[config.mk]
export PLATFORM = sky130hd
export DESIGN_NAME = mips_seq_alu
export DESIGN_NICKNAME = d
export VERILOG_FILES = /design/src/rtl/mips_seq_alu.sv
export SDC_FILE = /design/constraint.sdc
export NUM_CORES = 1
export LEC_CHECK = 0
export CAP_MARGIN = 0
export CORE_ASPECT_RATIO = 1.75
export CORE_MARGIN = 1
export CORE_UTILIZATION = 55
export DETAILED_ROUTE_END_ITERATION = 8
export PLACE_DENSITY_LB_ADDON = 0.12
export SYNTH_ARGS = -nofsm -noshare
export SYNTH_HDL_FRONTEND = slang
export SYNTH_SLANG_ARGS = --single-unit
[constraint.sdc]
create_clock -name clk -period 7.3 [get_ports clk]
set_input_delay 0.73 -clock clk [delete_from_list [all_inputs] [get_ports clk]]
set_output_delay 0.73 -clock clk [all_outputs]
set_load 0.005 [all_outputs]
[src/rtl/mips_seq_alu.sv]
// mips_seq_alu: multi-cycle execute-stage ALU.
//   Single-cycle logic/arithmetic ops complete one cycle after accept.
//   MULU (shift-add) and DIVU (restoring shift-subtract) iterate one bit per
//   cycle and complete WIDTH+1 cycles after accept with a double-width result.
// Ports:
//   clk, reset            clock (rising edge), async active-high reset
//   in_valid / in_ready   operand handshake (op, a, b captured on accept)
//   out_valid / out_ready result handshake
//   result_lo, result_hi  primary result/product low/quotient, product high/remainder
//   zero_flag             result_lo == 0
//   op_err                last accepted op code was unsupported
module mips_seq_alu #(
    parameter int WIDTH = 32,
    parameter int CNT_W = $clog2(WIDTH) + 1
) (
    input  logic             clk,
    input  logic             reset,
    input  logic             in_valid,
    output logic             in_ready,
    input  logic [3:0]       op,
    input  logic [WIDTH-1:0] a,
    input  logic [WIDTH-1:0] b,
    output logic             out_valid,
    input  logic             out_ready,
    output logic [WIDTH-1:0] result_lo,
    output logic [WIDTH-1:0] result_hi,
    output logic             zero_flag,
    output logic             op_err
);

    localparam logic [3:0] OP_AND  = 4'b0000;
    localparam logic [3:0] OP_OR   = 4'b0001;
    localparam logic [3:0] OP_ADD  = 4'b0010;
    localparam logic [3:0] OP_XOR  = 4'b0011;
    localparam logic [3:0] OP_SUB  = 4'b0100;
    localparam logic [3:0] OP_MULU = 4'b0101;
    localparam logic [3:0] OP_SLTU = 4'b0110;
    localparam logic [3:0] OP_SLT  = 4'b0111;
    localparam logic [3:0] OP_NOR  = 4'b1000;
    localparam logic [3:0] OP_DIVU = 4'b1010;

    typedef enum logic [1:0] {S_IDLE, S_BUSY, S_DONE} state_t;

    state_t             state, state_nx;
    logic [CNT_W-1:0]   cnt;
    logic               is_div;
    logic [WIDTH-1:0]   opnd;      // multiplicand (MULU) or divisor (DIVU)
    logic [WIDTH-1:0]   acc_hi, acc_lo;
    logic [WIDTH-1:0]   step_hi, step_lo;
    logic [WIDTH-1:0]   sc_lo;
    logic               sc_ok, is_long;
    logic [WIDTH:0]     mul_sum, div_tmp, div_diff;
    logic               div_ge;
    logic               accept;

    // Handshake outputs are pure state decodes.
    assign in_ready  = (state == S_IDLE);
    assign out_valid = (state == S_DONE);
    assign accept    = in_valid && in_ready;
    assign zero_flag = (result_lo == '0);

    // Single-cycle result and op classification from the live inputs.
    always_comb begin
        sc_lo   = '0;
        sc_ok   = 1'b1;
        is_long = 1'b0;
        case (op)
            OP_AND:  sc_lo = a & b;
            OP_OR:   sc_lo = a | b;
            OP_ADD:  sc_lo = a + b;
            OP_XOR:  sc_lo = a ^ b;
            OP_SUB:  sc_lo = a - b;
            OP_SLTU: sc_lo = {{(WIDTH-1){1'b0}}, (a < b)};
            OP_SLT:  sc_lo = {{(WIDTH-1){1'b0}}, ($signed(a) < $signed(b))};
            OP_NOR:  sc_lo = ~(a | b);
            OP_MULU, OP_DIVU: is_long = 1'b1;
            default: sc_ok = 1'b0;
        endcase
    end

    // One iteration step.
    // MULU: {acc_hi,acc_lo} starts as {0,b}; add multiplicand into hi when the
    //       lsb of lo is set, then shift the whole (WIDTH*2+1)-bit value right.
    // DIVU: {acc_hi,acc_lo} starts as {0,a}; shift left into the partial
    //       remainder, subtract the divisor if it fits, shift quotient bit in.
    //       A zero divisor always "fits", giving all-ones quotient, remainder a.
    always_comb begin
        mul_sum  = {1'b0, acc_hi} + {1'b0, (acc_lo[0] ? opnd : {WIDTH{1'b0}})};
        div_tmp  = {acc_hi, acc_lo[WIDTH-1]};
        div_diff = div_tmp - {1'b0, opnd};
        div_ge   = (div_tmp >= {1'b0, opnd});
        if (is_div) begin
            step_hi = div_ge ? div_diff[WIDTH-1:0] : div_tmp[WIDTH-1:0];
            step_lo = {acc_lo[WIDTH-2:0], div_ge};
        end else begin
            step_hi = mul_sum[WIDTH:1];
            step_lo = {mul_sum[0], acc_lo[WIDTH-1:1]};
        end
    end

    always_comb begin
        state_nx = state;
        case (state)
            S_IDLE: if (accept) state_nx = is_long ? S_BUSY : S_DONE;
            S_BUSY: if (cnt == CNT_W'(1)) state_nx = S_DONE;
            S_DONE: if (out_ready) state_nx = S_IDLE;
            default: state_nx = S_IDLE;
        endcase
    end

    always_ff @(posedge clk or posedge reset) begin
        if (reset) state <= S_IDLE;
        else       state <= state_nx;
    end

    always_ff @(posedge clk or posedge reset) begin
        if (reset) begin
            cnt       <= '0;
            is_div    <= 1'b0;
            opnd      <= '0;
            acc_hi    <= '0;
            acc_lo    <= '0;
            result_lo <= '0;
            result_hi <= '0;
            op_err    <= 1'b0;
        end else begin
            case (state)
                S_IDLE: if (accept) begin
                    if (is_long) begin
                        is_div <= (op == OP_DIVU);
                        opnd   <= (op == OP_DIVU) ? b : a;
                        acc_hi <= '0;
                        acc_lo <= (op == OP_DIVU) ? a : b;
                        cnt    <= CNT_W'(WIDTH);
                        op_err <= 1'b0;
                    end else begin
                        result_lo <= sc_lo;
                        result_hi <= '0;
                        op_err    <= ~sc_ok;
                    end
                end
                S_BUSY: begin
                    acc_hi <= step_hi;
                    acc_lo <= step_lo;
                    cnt    <= cnt - CNT_W'(1);
                    // Final step publishes straight to the outputs so DONE
                    // is reached WIDTH+1 cycles after accept.
                    if (cnt == CNT_W'(1)) begin
                        result_hi <= step_hi;
                        result_lo <= step_lo;
                    end
                end
                default: ;
            endcase
        end
    end

endmodule

== Word level (Yosys, flattened, before mapping) ==
Index checks and enable logic that the tools add are counted.
W data, S select, Z words.

* Flip-flop bits (word level): 170
* Bits of input ports: 72
* Output and inout port bits: 68
* Word-level logic and storage cells: 83

* Add/subtract/negate cells: 5
* Magnitude comparators: 3
* Equal/unequal tests: 17
* Multiplexer cells: 32
* Bitwise operators: 5
* Reductions and logical operators: 12

{| class="wikitable"
|+ Operator list
! kind !! number
|-
| $mux W32 || 16
|-
| $pmux W32 S2 || 4
|-
| $pmux W32 S8 || 1
|-
| $lt A32 B32 Y1 || 2
|-
| $sub A32 B32 Y32 || 2
|-
| $add A32 B32 Y33 || 1
|-
| $ge A33 B32 Y1 || 1
|-
| $add A32 B32 Y32 || 1
|-
| $and A32 B32 Y32 || 1
|-
| $logic_not A32 Y1 || 1
|-
| $not A32 Y32 || 1
|-
| $or A32 B32 Y32 || 1
|-
| $xor A32 B32 Y32 || 1
|-
| $eq A4 B3 Y1 const B || 4
|-
| $mux W6 || 2
|-
| $pmux W6 S2 || 1
|-
| $reduce_or A10 Y1 || 1
|-
| $reduce_and A3 Y1 || 3
|-
| $eq A4 B2 Y1 const B || 2
|-
| $eq A4 B4 Y1 const B || 2
|-
| $mux W2 || 4
|-
| $eq A6 B1 Y1 const B || 1
|-
| $ne A2 B1 Y1 const B || 3
|-
| $pmux W2 S3 || 1
|-
| 14 further kinds || 17
|}

== Depth between registers and ports, before layout ==
Gate-level depths: netlist of run 1.

* Word-level depth: 6
* Depth in mapped cells: 15

== Worst setup path after synthesis of run 1 ==
Ideal clock, no wire load.

* Kind: input -> register
* From: input b[9]
* To: register result_lo[31]
* Setup time: 0.130 ns
* Arrival: 3.408 ns
* Data required time: 7.170 ns
* Setup slack: 3.761 ns
* Cell stages on the path: 12
* Buffers on the path: 1
* Cells stage by stage: inv_1 -> ha_1 -> buf_6 -> or3_1 -> a211oi_2 -> a2111oi_2 -> o31ai_2 -> a221oi_2 -> o41ai_1 -> mux2_4 -> a2111oi_2 -> a21oi_1

* Word-level cells in the longest chain between the ends: 5

{| class="wikitable"
|+ RTL lines
! element !! line !! text
|-
| start: declaration || 22 || <nowiki>input logic [WIDTH-1:0] b,</nowiki>
|-
| $sub A32 B32 Y32 / $add A32 B32 Y32 (equally long branches) || 72, 70 ||
|-
| $pmux W32 S8 (*) || 67 || <nowiki>case (op)</nowiki>
|-
| $mux W32 (*) || 129 || <nowiki>if (is_long) begin</nowiki>
|-
| $mux W32 (*) || 128 || <nowiki>S_IDLE: if (accept) begin</nowiki>
|-
| $pmux W32 S2 (*) || 127 || <nowiki>case (state)</nowiki>
|-
| end signal: assignment || 137 || <nowiki>result_lo <= sc_lo;</nowiki>
|-
| end signal: assignment || 150 || <nowiki>result_lo <= step_lo;</nowiki>
|-
| end: declaration || 25 || <nowiki>output logic [WIDTH-1:0] result_lo,</nowiki>
|}

Mark *: on every way between the ends. The rest lies on a longest branch, timed or not. The select of a mux whose other input is x is not followed.
A chain may end at the register's enable or synchronous reset.

== Final worst setup path of run 1 ==
* From: register acc_lo[0]
* To: register acc_hi[31]

* Word-level cells in the longest chain between the ends: 4

{| class="wikitable"
|+ RTL lines
! element !! line !! text
|-
| start: declaration || 48 || <nowiki>logic [WIDTH-1:0] acc_hi, acc_lo;</nowiki>
|-
| start signal: assignment || 133 || <nowiki>acc_lo <= (op == OP_DIVU) ? a : b;</nowiki>
|-
| start signal: assignment || 144 || <nowiki>acc_lo <= step_lo;</nowiki>
|-
| $mux W32 || 88 || <nowiki>mul_sum = {1'b0, acc_hi} + {1'b0, (acc_lo[0] ? opnd : {WIDTH{1'b0}})};</nowiki>
|-
| $add A32 B32 Y33 || 88 ||
|-
| $mux W32 || 92 || <nowiki>if (is_div) begin</nowiki>
|-
| $pmux W32 S2 || 127 ||
|-
| end signal: assignment || 143 || <nowiki>acc_hi <= step_hi;</nowiki>
|-
| end: declaration || 48 ||
|}

No other way between the ends.

==> run_results.csv, run 1 <==
group,metric,value,unit
run_status,outcome,"complete, no violations",
yosys,synthTopCellsByArea,"dfrtp_1 (25%), ha_1 (12%), o21ai_0 (7.2%)",
floorplanning,pin_count,140,
grt,grtUsageMet1,43.2,%
place,place_area,18800,um^2
critical_path,path_delay_family,"compound AO/OA/AOI/OAI gates",
power_and_ir_drop,power.leakage,8.67,nW
floorplanning,coreArea,30700,um^2
floorplanning,initial_utilization,56.0,%
critical_path,slowest_stage,"dfrtp_1",
worst_hold_path,hp-class,"reg2reg",
critical_path,slowest_delay,1030,ps
detailed_routing,first_pass_iters,5,
sta,rsz0062_at_grt,"false",
yosys,synth_top_area_share,24.7,%
detailed_routing,vias,17821,
sta,timing.final.hold_violations,0,
detailed_routing,drt-initial-drc-count,1292,
clock_tree,clockBufferDepth,2,
sta,finalClockSkew,8.90,ps
detailed_routing,drc_errors,0,
grt,antenna_found_initial,2,
yosys,synthArstFlopShare,100,%
grt,gr-usage-met2,71.8,%
critical_path,cp.required,7640,ps
finish,area_delta_synth_final,12.8,%
clock_tree,cts.repair.resized,0,
critical_path,ff2ff_setup_slack,2540,ps
critical_path,start_kind,"flop",
sta,final.setup.tns,0,ps
clock_tree,cts_hold_buf,0,
yosys,yosys.area.top_type,"dfrtp_1",
clock_tree,cts_tree,"built",
detailed_routing,wirelength,65600,um
grt,grt_max_degree,108,
finish,mostFrequentLayoutCell,"nand2_1",
floorplanning,dieWidth,136,um
critical_path,crit_arrival,5100,ps
place,hpwl,50100,um
sta,layout_setup_ws,2540,ps
yosys,ys_seq_area_share,24.7,%
yosys,synth_seq_cells,170,
power_and_ir_drop,power_density,369,nW/um^2
grt,grt-ovfl-total,0,
grt,met3_usage,6.30,%
clock_tree,clock_sinks,170,
job,drv_cap,0,
place,preCtsSetupSlack,2430,ps
power_and_ir_drop,ir_drop,0.301,mV
yosys,synth_edf_count,0,
critical_path,crit_type,"reg2reg",
clock_tree,clock_latency,450,ps
floorplanning,die_h,236,um
yosys,synth_cells,2257,
sta,slew_viol_final,0,
clock_tree,htree_levels,4,
floorplanning,rows,85,
critical_path,critPathMaxFanout,34,
grt,grt-busiest-layer,"met2",
yosys,synthesis.nets,2498,
detailed_routing,wire_per_inst,24.2,um
yosys,synth.distinct_cells,84,
sta,fmax,210,MHz
yosys,synthFlopType,"dfrtp_1",
critical_path,path_buf_inv,1,
critical_path,end_kind,"flop",
place,port_buffers,139,
clock_tree,numCtsBuffers,17,
clock_tree,cts_setup_buffers,0,
grt,grtUsageTotal,41.2,%
sta,setup_viol,0,
detailed_routing,final_antenna_net_count,0,
floorplanning,die_area,32000,um^2
grt,grt_pass1_vias,17532,
finish,nets,2550,
yosys,post_synth.cell_area_avg,7.62,um^2
detailed_routing,post_drt_via_cell_ratio,6.57,
sta,finalCritPeriodShare,65.2,%
finish,fin_area,19400,um^2
sta,layout_min_cycle_time,4760,ps
yosys,ys_warn_count,0,
sta,worstMarginPinSlew,1210,ps
clock_tree,cts_root_buffer,"clkbuf_16",
finish,layout_common_cells,"nand2_1 (262), o21ai_0 (249), a21oi_1 (198)",
critical_path,path_cells,"and2_1, ha_1, inv_1, fa_1, nor2b_1, o31ai_1, a31oi_1, nor2_1, o21a_1, a211oi_1, a41oi_1, o21ai_0, a211oi_1, o31ai_1",
yosys,netlist_area,17200,um^2
place,globalplace.congestion,1.04,
clock_tree,clk_pin_slew,70,ps
finish,n_antenna_cell,0,
sta,max-slew-margin-rel,18.9,%
grt,grt_pass1_wl,99000,um
finish,drive_gt1_share,4.44,%
[worst reg2reg max path: stages, from the launching register on]
cell and delay, ps:
dfrtp_1 1030, and2_1 250, ha_1 190, inv_1 60
fa_1 400, nor2b_1 180, o31ai_1 140, a31oi_1 160
nor2_1 110, o21a_1 240, a211oi_1 770, a41oi_1 310
o21ai_0 400, a211oi_1 160, o31ai_1 250
[path summary, 6_finish.rpt]
path / start / end / depth (start not counted)
max: acc_lo[0] / acc_hi[31] / 14
min: result_hi[15] / result_hi[15] / 2
max reg2reg: acc_lo[0] / acc_hi[31] / 14
min reg2reg: result_hi[15] / result_hi[15] / 2
max in group asynchronous: reset / is_div / 3
min in group asynchronous: reset / result_hi[2] / 2
[registers in the layout, indices dropped and copies added (netlist names)]
signal,cells
op_err,1
opnd,32
result_hi,32
acc_lo,32
cnt,6
result_lo,32
is_div,1
acc_hi,32
state,2
[logic make-up after synthesis]
group,after synthesis,share of synthesized area [%]
xor+xnor,73,3.72
buf+inv,282,6.34
flops,170,24.7
compound gates,778,28.6
simple gates,686,18.3
fa+ha+maj,169,12.5
mux,99,5.89
[synthesized netlist by cell type (all sizes together), types with 23 or more instances]
cell type and number:
a211oi 23, a21o 44, a21oi 198, a221oi 25, a31oi 28, and2 40, buf 24, clkbuf 107
dfrtp 170, ha 165, inv 151, mux2i 84, nand2 262, nand3 33, nor2 184, nor3 39
o211ai 26, o21a 23, o21ai 250, xnor2 44, xor2 29
[cell type report]
cell class / count / area (um^2)
clock buffers: 21 / 450
multi-input cells: 1805 / 11900
well taps: 391 / 489
inverters: 151 / 572
clock inverters: 10 / 169
fillers: 2821 / 11300
flip-flops and latches: 170 / 4260
repair buffers: 164 / 1580
[metal layers]
layer  vias up  part of all wire, %
met5         -                0.035
met4         4                  8.8
met3       312                  6.0
met2       869                   50
met1      8421                   36
li1       8215                    -
[report_power, final]
group          leakage [nW]  switching [mW]  internal, mW
sequential             2.18           0.439          1.32
combinational          6.19            2.60          1.82
clock                 0.290           0.411         0.583
[metrics by stage]
stage / util [%] / instances / hold slack (ps) / power [mW]
2_1_floorplan: - / 2257 / 464 / 4.65
3_3_place_gp: 61.1 / 2681 / 460 / 5.98
3_5_place_dp: 61.1 / 2681 / 469 / 6.06
4_1_cts: 63.1 / 2712 / 483 / 7.07
5_1_grt: 63.1 / 2712 / 494 / 7.62
6_report: 63.1 / 2712 / 479 / 7.17
Power figures use the tool's default switching activity.
==> inputs of run 2 (changes only) <==
Clock period 7.3 ns to 4.3 ns, I/O delays scaled along.
==> run 2 against run 1 <==
Worst setup slack lost 2300 ps; first-iteration DRC count grew 16%; final cell count grew 2.7%; hold slack lost 38 ps; critical path type unchanged; cell area grew 2.8%; via count grew 1.5%; wire length grew 2.9%; fmax grew 17%; non-clock buffer count grew 71; flip-flop and latch count is the same; clock-buffer cell count shrank 2; total power grew 72%.
==> run_results.csv, run 2 (synthesis results as in run 1) <==
group,metric,value,unit
run_status,outcome,"complete, no violations",
critical_path,crit_type,"reg2reg",
grt,grt_max_degree,98,
sta,hold_ws,441,ps
place,port_buffers,139,
floorplanning,die_area,32000,um^2
job,drv_cap,0,
sta,rsz0062_at_grt,"false",
sta,layout_min_cycle_time,4070,ps
power_and_ir_drop,power_density,617,nW/um^2
worst_hold_path,hp-class,"in2async",
critical_path,path_cells,"inv_1, ha_1, a21oi_1, o21a_1, nand2_1, a41oi_1, nand3_1, and3_1, nor2_1, buf_4, mux2i_1, o221ai_1, o21a_1",
clock_tree,cts_hold_buf,0,
floorplanning,coreArea,30700,um^2
clock_tree,clk_pin_slew,70,ps
finish,final_cells,2786,
critical_path,slowest_stage,"nor2_1",
place,place_area,19300,um^2
power_and_ir_drop,power,12.3,mW
sta,worstMarginPinSlew,901,ps
clock_tree,htree_levels,4,
grt,grt_pass1_wl,101000,um
place,dpl.cell_count,2752,
clock_tree,numCtsBuffers,17,
clock_tree,clockBufferDepth,2,
critical_path,path_buf_inv,2,
finish,mostFrequentLayoutCell,"nand2_1",
clock_tree,cts_root_buffer,"clkbuf_16",
grt,grtUsageTotal,42.4,%
sta,fmax,246,MHz
grt,grt-ovfl-total,0,
detailed_routing,wire_per_inst,24.2,um
critical_path,cp.required,4660,ps
detailed_routing,post_drt_via_cell_ratio,6.50,
detailed_routing,drt-initial-drc-count,1500,
critical_path,slowest_delay,580,ps
detailed_routing,first_pass_iters,6,
grt,grt_pass1_vias,17888,
sta,setup_viol,0,
floorplanning,rows,85,
detailed_routing,drc_errors,0,
finish,fin_area,20000,um^2
critical_path,cp_common_cell,"o21a_1",
finish,area_delta_synth_final,16.1,%
floorplanning,pin_count,140,
floorplanning,dieWidth,136,um
critical_path,critPathMaxFanout,11,
finish,drive_gt1_share,7.40,%
critical_path,crit_arrival,4430,ps
grt,antenna_found_initial,6,
floorplanning,die_h,236,um
clock_tree,cts.repair.resized,0,
sta,final.setup.tns,0,ps
detailed_routing,final_antenna_net_count,0,
critical_path,start_kind,"flop",
power_and_ir_drop,ir_drop,0.509,mV
place,globalplace.congestion,1.05,
sta,max-slew-margin-rel,39.2,%
critical_path,end_kind,"flop",
critical_path,path_delay_family,"compound AO/OA/AOI/OAI gates",
finish,nets,2621,
sta,finalCritPeriodShare,94.6,%
floorplanning,initial_utilization,56.0,%
sta,timing.final.hold_violations,0,
clock_tree,clock_sinks,170,
clock_tree,cts_tree,"built",
place,hpwl,52900,um
detailed_routing,vias,18096,
clock_tree,clock_latency,470,ps
sta,slew_viol_final,0,
clock_tree,cts_setup_buffers,0,
finish,layout_common_cells,"nand2_1 (262), o21ai_0 (249), a21oi_1 (198)",
sta,finalClockSkew,10.8,ps
power_and_ir_drop,power.leakage,9.02,nW
detailed_routing,wirelength,67500,um
[run 2: layout make-up]
class | instances | area [um^2]
fillers | 2712 | 10800
inverters | 151 | 571
diodes | 2 | 5.00
multi-input cells | 1805 | 11900
flip-flops and latches | 170 | 4260
well taps | 391 | 489
clock inverters | 13 | 159
clock buffers | 19 | 453
repair buffers | 235 | 2140
[run 2: through the flow]
step / worst slack [ps] / util, %
after floorplan: 1060 / -
after CTS: 392 / 64.9
after detailed placement: 157 / 62.9
final: 231 / 64.9
after global placement: 192 / 62.9
after global routing: 26.7 / 64.9
[run 2: final timing paths]
| check | from | endpoint | slack (ps) | cells after the start |
|---|---|---|---|---|
| max | opnd[24] | result_hi[1] | 230 | 13 |
| max in group asynchronous | reset | is_div | 3350 | 3 |
| min in group clk | result_hi[13] | result_hi[13] | 490 | 2 |
| max reg2reg | opnd[24] | result_hi[1] | 230 | 13 |
| min reg2reg | result_hi[13] | result_hi[13] | 490 | 2 |
| min | reset | result_hi[8] | 440 | 3 |
[run 2: worst min-delay path, stage by stage]
cell	delay (ps)
clkdlybuf4s50_1	440
clkinvlp_4	130
buf_12	320
[run 2: power breakdown]
part / total, mW / internal [mW] / switching [mW]
clock network: 1.64 / 0.904 / 0.737
logic: 7.74 / 3.22 / 4.51
registers: 2.94 / 2.24 / 0.702
[run 2: metal layers]
metal	GRT usage, %	up-vias	part of all wire [%]
met1	43.3	8467	34
met3	8.34	346	6.9
met4	36.7	6	9.7
met5	0	-	0.055
li1	-	8342	-
met2	72.6	935	49
